<file path="config.mk">
export PLATFORM = sky130hd
export DESIGN_NAME = hazard_ctrl
export DESIGN_NICKNAME = d
export VERILOG_FILES = /design/src/rtl/hazard_ctrl.sv
export SDC_FILE = /design/constraint.sdc
export NUM_CORES = 1
export LEC_CHECK = 0
export BUFFER_PORTS_ARGS = -buffer_cell sky130_fd_sc_hd__buf_2
export CORE_ASPECT_RATIO = 1.5
export CORE_MARGIN = 4
export CORE_UTILIZATION = 30
export CTS_CLUSTER_DIAMETER = 120
export DETAILED_ROUTE_END_ITERATION = 8
export PLACE_DENSITY_LB_ADDON = 0.3
export SYNTH_ARGS = -nofsm -noshare
export SYNTH_HDL_FRONTEND = slang
export SYNTH_SLANG_ARGS = --single-unit
</file>
<file path="constraint.sdc">
create_clock -name clk -period 2.4 [get_ports clk]
set_input_delay 0.48 -clock clk [delete_from_list [all_inputs] [get_ports clk]]
set_output_delay 0.48 -clock clk [all_outputs]
set_load 0.05 [all_outputs]
</file>
<file path="src/rtl/hazard_ctrl.sv">
// Pipeline hazard controller: in-flight destination scoreboard, RAW/memory stall vector, stall counter.
// Optional macro HAZARD_FWD_EN: forwarding present, so only load-use hazards on entry 0 stall.
module hazard_ctrl #(
    parameter int DEPTH = 3,
    parameter int CNT_W = 32
) (
    input  logic             clk,
    input  logic             rst,
    input  logic             id_valid_i,
    input  logic             id_reg1_read_i,
    input  logic [4:0]       id_reg1_addr_i,
    input  logic             id_reg2_read_i,
    input  logic [4:0]       id_reg2_addr_i,
    input  logic             id_wreg_i,
    input  logic [4:0]       id_wd_i,
    input  logic             id_load_i,
    input  logic             mem_stall_req_i,
    input  logic             flush_i,
    output logic [5:0]       stall_o,
    output logic             hazard_o,
    output logic [1:0]       state_o,
    output logic [CNT_W-1:0] stall_cnt_o
);

    typedef enum logic [1:0] {
        RUN   = 2'd0,
        HAZ   = 2'd1,
        MWAIT = 2'd2
    } state_t;

    state_t state, state_nxt;

    logic [DEPTH-1:0] sb_vld;
    logic [4:0]       sb_addr [DEPTH];
    logic             m1, m2, raw;

`ifdef HAZARD_FWD_EN
    // Only the youngest entry's load flag matters once forwarding covers the rest.
    logic sb_load0;

    always_comb begin
        m1 = sb_vld[0] & sb_load0 & (sb_addr[0] == id_reg1_addr_i) & (id_reg1_addr_i != 5'd0);
        m2 = sb_vld[0] & sb_load0 & (sb_addr[0] == id_reg2_addr_i) & (id_reg2_addr_i != 5'd0);
    end

    always_ff @(posedge clk) begin
        if (!rst && !flush_i && !mem_stall_req_i)
            sb_load0 <= id_load_i;
    end
`else
    logic unused_load;
    assign unused_load = id_load_i;

    always_comb begin
        m1 = 1'b0;
        m2 = 1'b0;
        for (int unsigned k = 0; k < DEPTH; k++) begin
            if (sb_vld[k] && sb_addr[k] == id_reg1_addr_i && id_reg1_addr_i != 5'd0)
                m1 = 1'b1;
            if (sb_vld[k] && sb_addr[k] == id_reg2_addr_i && id_reg2_addr_i != 5'd0)
                m2 = 1'b1;
        end
    end
`endif

    assign raw      = id_valid_i & ((id_reg1_read_i & m1) | (id_reg2_read_i & m2));
    assign hazard_o = raw & ~flush_i;

    always_comb begin
        stall_o   = '0;
        state_nxt = RUN;
        if (flush_i) begin
            stall_o   = '0;
            state_nxt = RUN;
        end else if (mem_stall_req_i) begin
            stall_o   = 6'b011111;
            state_nxt = MWAIT;
        end else if (hazard_o) begin
            stall_o   = 6'b000111;
            state_nxt = HAZ;
        end
    end

    // A hazard shifts in an invalid entry so the producer keeps draining.
    always_ff @(posedge clk) begin
        if (rst || flush_i) begin
            sb_vld <= '0;
        end else if (!mem_stall_req_i) begin
            for (int unsigned k = 1; k < DEPTH; k++) begin
                sb_vld[k]  <= sb_vld[k-1];
                sb_addr[k] <= sb_addr[k-1];
            end
            sb_vld[0]  <= id_valid_i & id_wreg_i & ~hazard_o;
            sb_addr[0] <= id_wd_i;
        end
    end

    always_ff @(posedge clk) begin
        if (rst)
            state <= RUN;
        else
            state <= state_nxt;
    end

    assign state_o = state;

    always_ff @(posedge clk) begin
        if (rst)
            stall_cnt_o <= '0;
        else if (stall_o != 6'd0 && stall_cnt_o != '1)
            stall_cnt_o <= stall_cnt_o + 1'b1;
    end

endmodule

</file>
======== Word level (Yosys, flattened, before mapping) ========
Memories as Yosys holds them, arrays and structs flattened.
Cells that the tools add are included.
storage, ports and cells
  flip-flop bits (word level) ............. 37
  memory bits (writable) .................. 15
  output and inout port bits .............. 41
  logic and storage cells ................. 55
  memories ................................ 1
cells by class
  add/sub/neg operators ................... 1
  eq/ne operators ......................... 7
  muxes and demuxes ....................... 14
  bitwise operators ....................... 9
  reductions and logical operators ........ 19
memories
  memory   depth  bits a word  read ports  clocked after memory_dff  wr ports  line  RTL
  sb_addr  3      5            3           0                         3         34    logic [4:0] sb_addr [DEPTH];
operators by type and width
  cell                   number
  $add 32x1->32 const B  1
  $ne 32x32->1 const B   1
  $eq 5x5->1             6
  $logic_and 1x1->1      13
  $mux 1                 10
  $mux 5                 2
  $reduce_bool 5->1      2
  $and 1x1->1            6
  $reduce_bool 6->1      1
  $mux 3                 1
  $reduce_or 3->1        1
  $mux 2                 1
  $not 1->1              2
  $reduce_or 2->1        1
  $logic_or 1x1->1       1
  $or 1x1->1             1

======== Logic depth before layout (Yosys ltp) ========
An unclocked memory read counts as a cell.
  depth in word-level cells ............... 16
  gate-level depth with buffers ........... 11

======== Worst setup path after synthesis ========
No wires, ideal clock.
  path kind ............................... input to output
  start point ............................. in id_reg2_addr_i[1]
  end point ............................... out stall_o[1]
  arrival ................................. 2418 ps
  required time ........................... 1920 ps
  path slack .............................. -498 ps
  cell stages on the path ................. 8
  path buffers ............................ 2
  cells stage by stage .................... or4_1 -> o21ai_0 -> nor2_1 -> o31ai_1 -> o311a_4 -> clkbuf_1 -> inv_1 -> buf_4
on the way
  longest elaborated chain between the ends .. 13
  elaborated cells between the ends (all ways) .. 20
  classes of those cells .................. eq/ne: 3; mux: 6; bitwise: 4; reduce/logical: 7
RTL lines
  what                            line  RTL
  from (decl)                     13    input logic [4:0] id_reg2_addr_i,
  $eq 5x5->1                      60    if (sb_vld[k] && sb_addr[k] == id_reg2_addr_i && id_reg2_addr_i != 5'd0)
  $logic_and 1x1->1 (2 in a row)  60
  $mux 1 (2 in a row)             60
  $mux 1 *                        60
  $and 1x1->1 *                   66    assign raw = id_valid_i & ((id_reg1_read_i & m1) | (id_reg2_read_i & m2));
  $or 1x1->1 *                    66
  $and 1x1->1 *                   66
  $and 1x1->1 *                   67    assign hazard_o = raw & ~flush_i;
  $mux 3 *                        78    end else if (hazard_o) begin
  $mux 5 *                        75    end else if (mem_stall_req_i) begin
  $mux 5 *                        72    if (flush_i) begin
  to (decl)                       19    output logic [5:0] stall_o,
Every way passes the cells marked *; elsewhere a longest branch is shown, timed or not.

==> summary.md <==
| Metric | Value |
|---|---|
| Final antenna diode count | `0` |
| TritonCTS Sinks | `52` |
| Reg power frac | `0.474` |
| DIE AREA | `0.0106 mm²` |
| Post-layout min period | `2.70 ns` |
| Status | `finished with violations` |
| Final max-slew violation count | `0` |
| Synth Net Count | `317` |
| Worst Setup End Kind | `output port` |
| Final hold viol count | `0` |
| Max Root-Sink Buffers | `2` |
| Yosys cell types | `40` |
| Critical Path Source Type | `flip-flop` |
| Most frequent cells in the layout | `buf_2, buf_4, nor2_1` |
| Fmax | `0.371 GHz` |
| Row cnt | `42` |
| Worst EP required | `1.92 ns` |
| Crit Path Class | `reg -> out` |
| Reg area | `0.00121 mm²` |
| DR vias/cell | `5.05` |
| I/O Pins | `65` |
| VDD IR max | `0.275 mV` |
| Largest net degree at the start of global routing | `25` |
| IO Port Bufs | `62` |
| Mux cell area share after synthesis | `0.0167` |
| # H-tree levels | `2` |
| Clk pin slew, worst setup/hold paths | `0.06 ns` |
| Hold WC Path Type | `in -> reg` |
| Sw Share | `0.231` |
| Area of the multi-input gates | `0.00176 mm²` |
| Sequential-to-total area share from yosys stat | `0.443` |
| DP Worst Slack | `-0.306 ns` |
| DRT iter0 DRCs | `49` |
| Antenna violations before repair | `0` |
| Setup Skew | `0.00313 ns` |
| GRT Total Usage | `0.146` |
| DR pass1 iterations | `4` |
| Routed WL | `7980 µm` |
| Root Buffer | `clkbuf_16` |
| Unrepaired setup endpoints after global routing | `true` |
| CP Data Arrival Time | `2.22 ns` |
| Num CTS Buffers | `5` |
| XOR/XNOR share of the synthesized area | `0.159` |
| Overflow after GRT | `0` |
| Most common cell after layout, fill and taps aside | `buf_2` |
| Residual DRC count | `0` |
| Final nets | `424` |
| Tcrit/Tclk final | `1.12` |
| Yosys reg bits | `52` |
| Gpl congestion | `0.831` |
| Compound-cell area share of the yosys netlist | `0.0632` |
| Vias in the first global route | `2523` |
| Yosys warns | `0` |
| Psw | `0.449 mW` |
| Final Worst Setup Slack | `-0.298 ns` |
| Post-Synth Adder-Cell Area | `0.00465` |
| Via Count | `2578` |
| Top_reg_cell synth | `dfxtp_1` |
| P_int | `1.50 mW` |
| Post-DRT Antenna Nets | `0` |
| Main combinational cell family by area after synthesis | `simple AND/OR/NAND/NOR gates` |
| EDFF count, synth | `15` |
| Wire length per cell | `15.6 µm` |
| Syn_area_per_cell | `9.22 µm²` |
| # fillers | `812` |
| TritonCTS clock tree | `done` |
| Largest driver fanout on the critical path | `3` |
| Post-synth ARST share | `0` |
| Simple-gate share of the synthesized area | `0.272` |
| Max-cap viol count | `0` |
| CP max-delay cell | `edfxtp_1` |
| Pwr dens | `471 mW/mm²` |
| Cell leakage power | `1.61 nW` |
| Hold_buf cts | `0` |
| Top delay family on crit path | `simple AND/OR/NAND/NOR gates` |
| Comb pwr share | `0.118` |
| Bufs and invs on worst path | `2` |
| Syn Inst Count | `292` |
| Crit-path cells | `xor2_1, nor4_1, nand3_1, and3_4, o311a_4, clkinvlp_4, buf_4` |
| Die width | `85.3 µm` |
| Synthesis-to-finish area growth | `53.5%` |
| Failing checks | `negative setup slack` |
| Die Y | `124 µm` |
| First-pass GRT wire length | `12200 µm` |
| Later-pin clock latency in the skew report | `0.29 ns` |
| Synthesized area | `0.00269 mm²` |
| Ratio of cells with drive above 1 in the final layout | `0.468` |
| HPWL Detailed | `5570 µm` |
| Initial core utilization | `0.307` |
| Core Region | `0.00878 mm²` |
| Clock Power Share | `0.408` |
| Setup TNS | `-6.01 ns` |
| Slowest stage delay, CP | `0.42 ns` |
| Final Setup Violations | `32` |
power by group through the flow:
stage                     Combinational (mW)  Sequential, mW  Clock [mW]
final                                  0.229           0.921       0.794
after global routing                   0.244           0.922       0.852
after CTS                              0.204           0.921       0.831
after detailed placement               0.167           0.941           0
after global placement                 0.164           0.941           0
after floorplan                       0.0939           0.949           0
per-stage QoR:
stage	hold slack (ns)	std cells	instance area, µm²	power, mW	util
after floorplan	0.457	292	2770	1.04	-
after global placement	0.467	482	3360	1.11	0.383
after detailed placement	0.490	482	3360	1.11	0.383
after CTS	0.354	500	3900	1.96	0.445
after global routing	0.355	510	4130	2.02	0.471
final	0.365	510	4130	1.94	0.471
worst paths after layout:
| kind | from | endpoint | slack, ns | cells past startpoint |
|---|---|---|---|---|
| worst max register to register | sb_addr[0][7] | stall_cnt_o[15] | -0.29 | 10 |
| worst min-delay path | id_wd_i[3] | sb_addr[0][3] | 0.36 | 1 |
| worst max-delay path | sb_addr[0][7] | stall_o[2] | -0.30 | 7 |
| worst min register to register | stall_cnt_o[29] | stall_cnt_o[29] | 0.50 | 2 |
cell usage after synthesis, types with 2 or more instances:
library cell,number,area share
nor3_1,22,0.041
inv_1,6,0.0084
o21ai_0,7,0.013
nand4_1,9,0.021
a21oi_1,8,0.015
nand2b_1,3,0.0070
buf_4,4,0.011
or4_1,3,0.0084
buf_2,3,0.0056
nor2_1,28,0.039
mux2_2,4,0.017
and2_1,3,0.0070
or3_1,6,0.014
and4_1,4,0.013
edfxtp_1,15,0.17
nor4_1,11,0.026
a22o_1,2,0.0065
xor2_1,24,0.078
nand3_1,17,0.032
clkbuf_1,7,0.0098
and3_1,9,0.021
dfxtp_1,37,0.28
o31ai_1,2,0.0056
nand2_1,15,0.021
nor2b_1,4,0.0093
xnor2_1,25,0.081
final cells by class:
class	instances	share of cell area
Timing Repair Buffer	116	0.201
Clock buffer	5	0.0303
Tap cell	110	0.0333
Inverter	6	0.00636
Multi-Input combinational cell	218	0.427
Sequential cell	52	0.293
Clock inverter	3	0.00909
state kept, by name, indices dropped and copies added, names as in the netlist:
register and count:
sb_vld 3, stall_cnt_o 32, state_o 2, sb_addr 15
cell families after synthesis:
| logic type | count (synthesis) |
|---|---|
| xor+xnor | 49 |
| buf+inv | 22 |
| flops | 52 |
| fa+ha+maj | 1 |
| other cells | 1 |
| mux | 4 |
| compound gates | 25 |
| simple gates | 138 |
layer usage:
| metal | vias to the layer above | track usage | part of all wire | wire, µm |
|---|---|---|---|---|
| met5 | - | 0 | 0 | 0 |
| met4 | 0 | 0.0525 | 0.024 | 190 |
| met3 | 19 | 0.0311 | 0.056 | 446 |
| met2 | 79 | 0.271 | 0.53 | 4250 |
| met1 | 1231 | 0.162 | 0.39 | 3090 |
| li1 | 1249 | - | - | - |
what timing repair did:
action	4_1_cts	5_1_grt
pin swaps	42	39
setup buffers	9	12
cloned	1	1
endpoints found under the hold margin	0	0
endpoints found under the setup margin	18	36
resized for setup	57	32
Power figures use the tool's default switching activity.
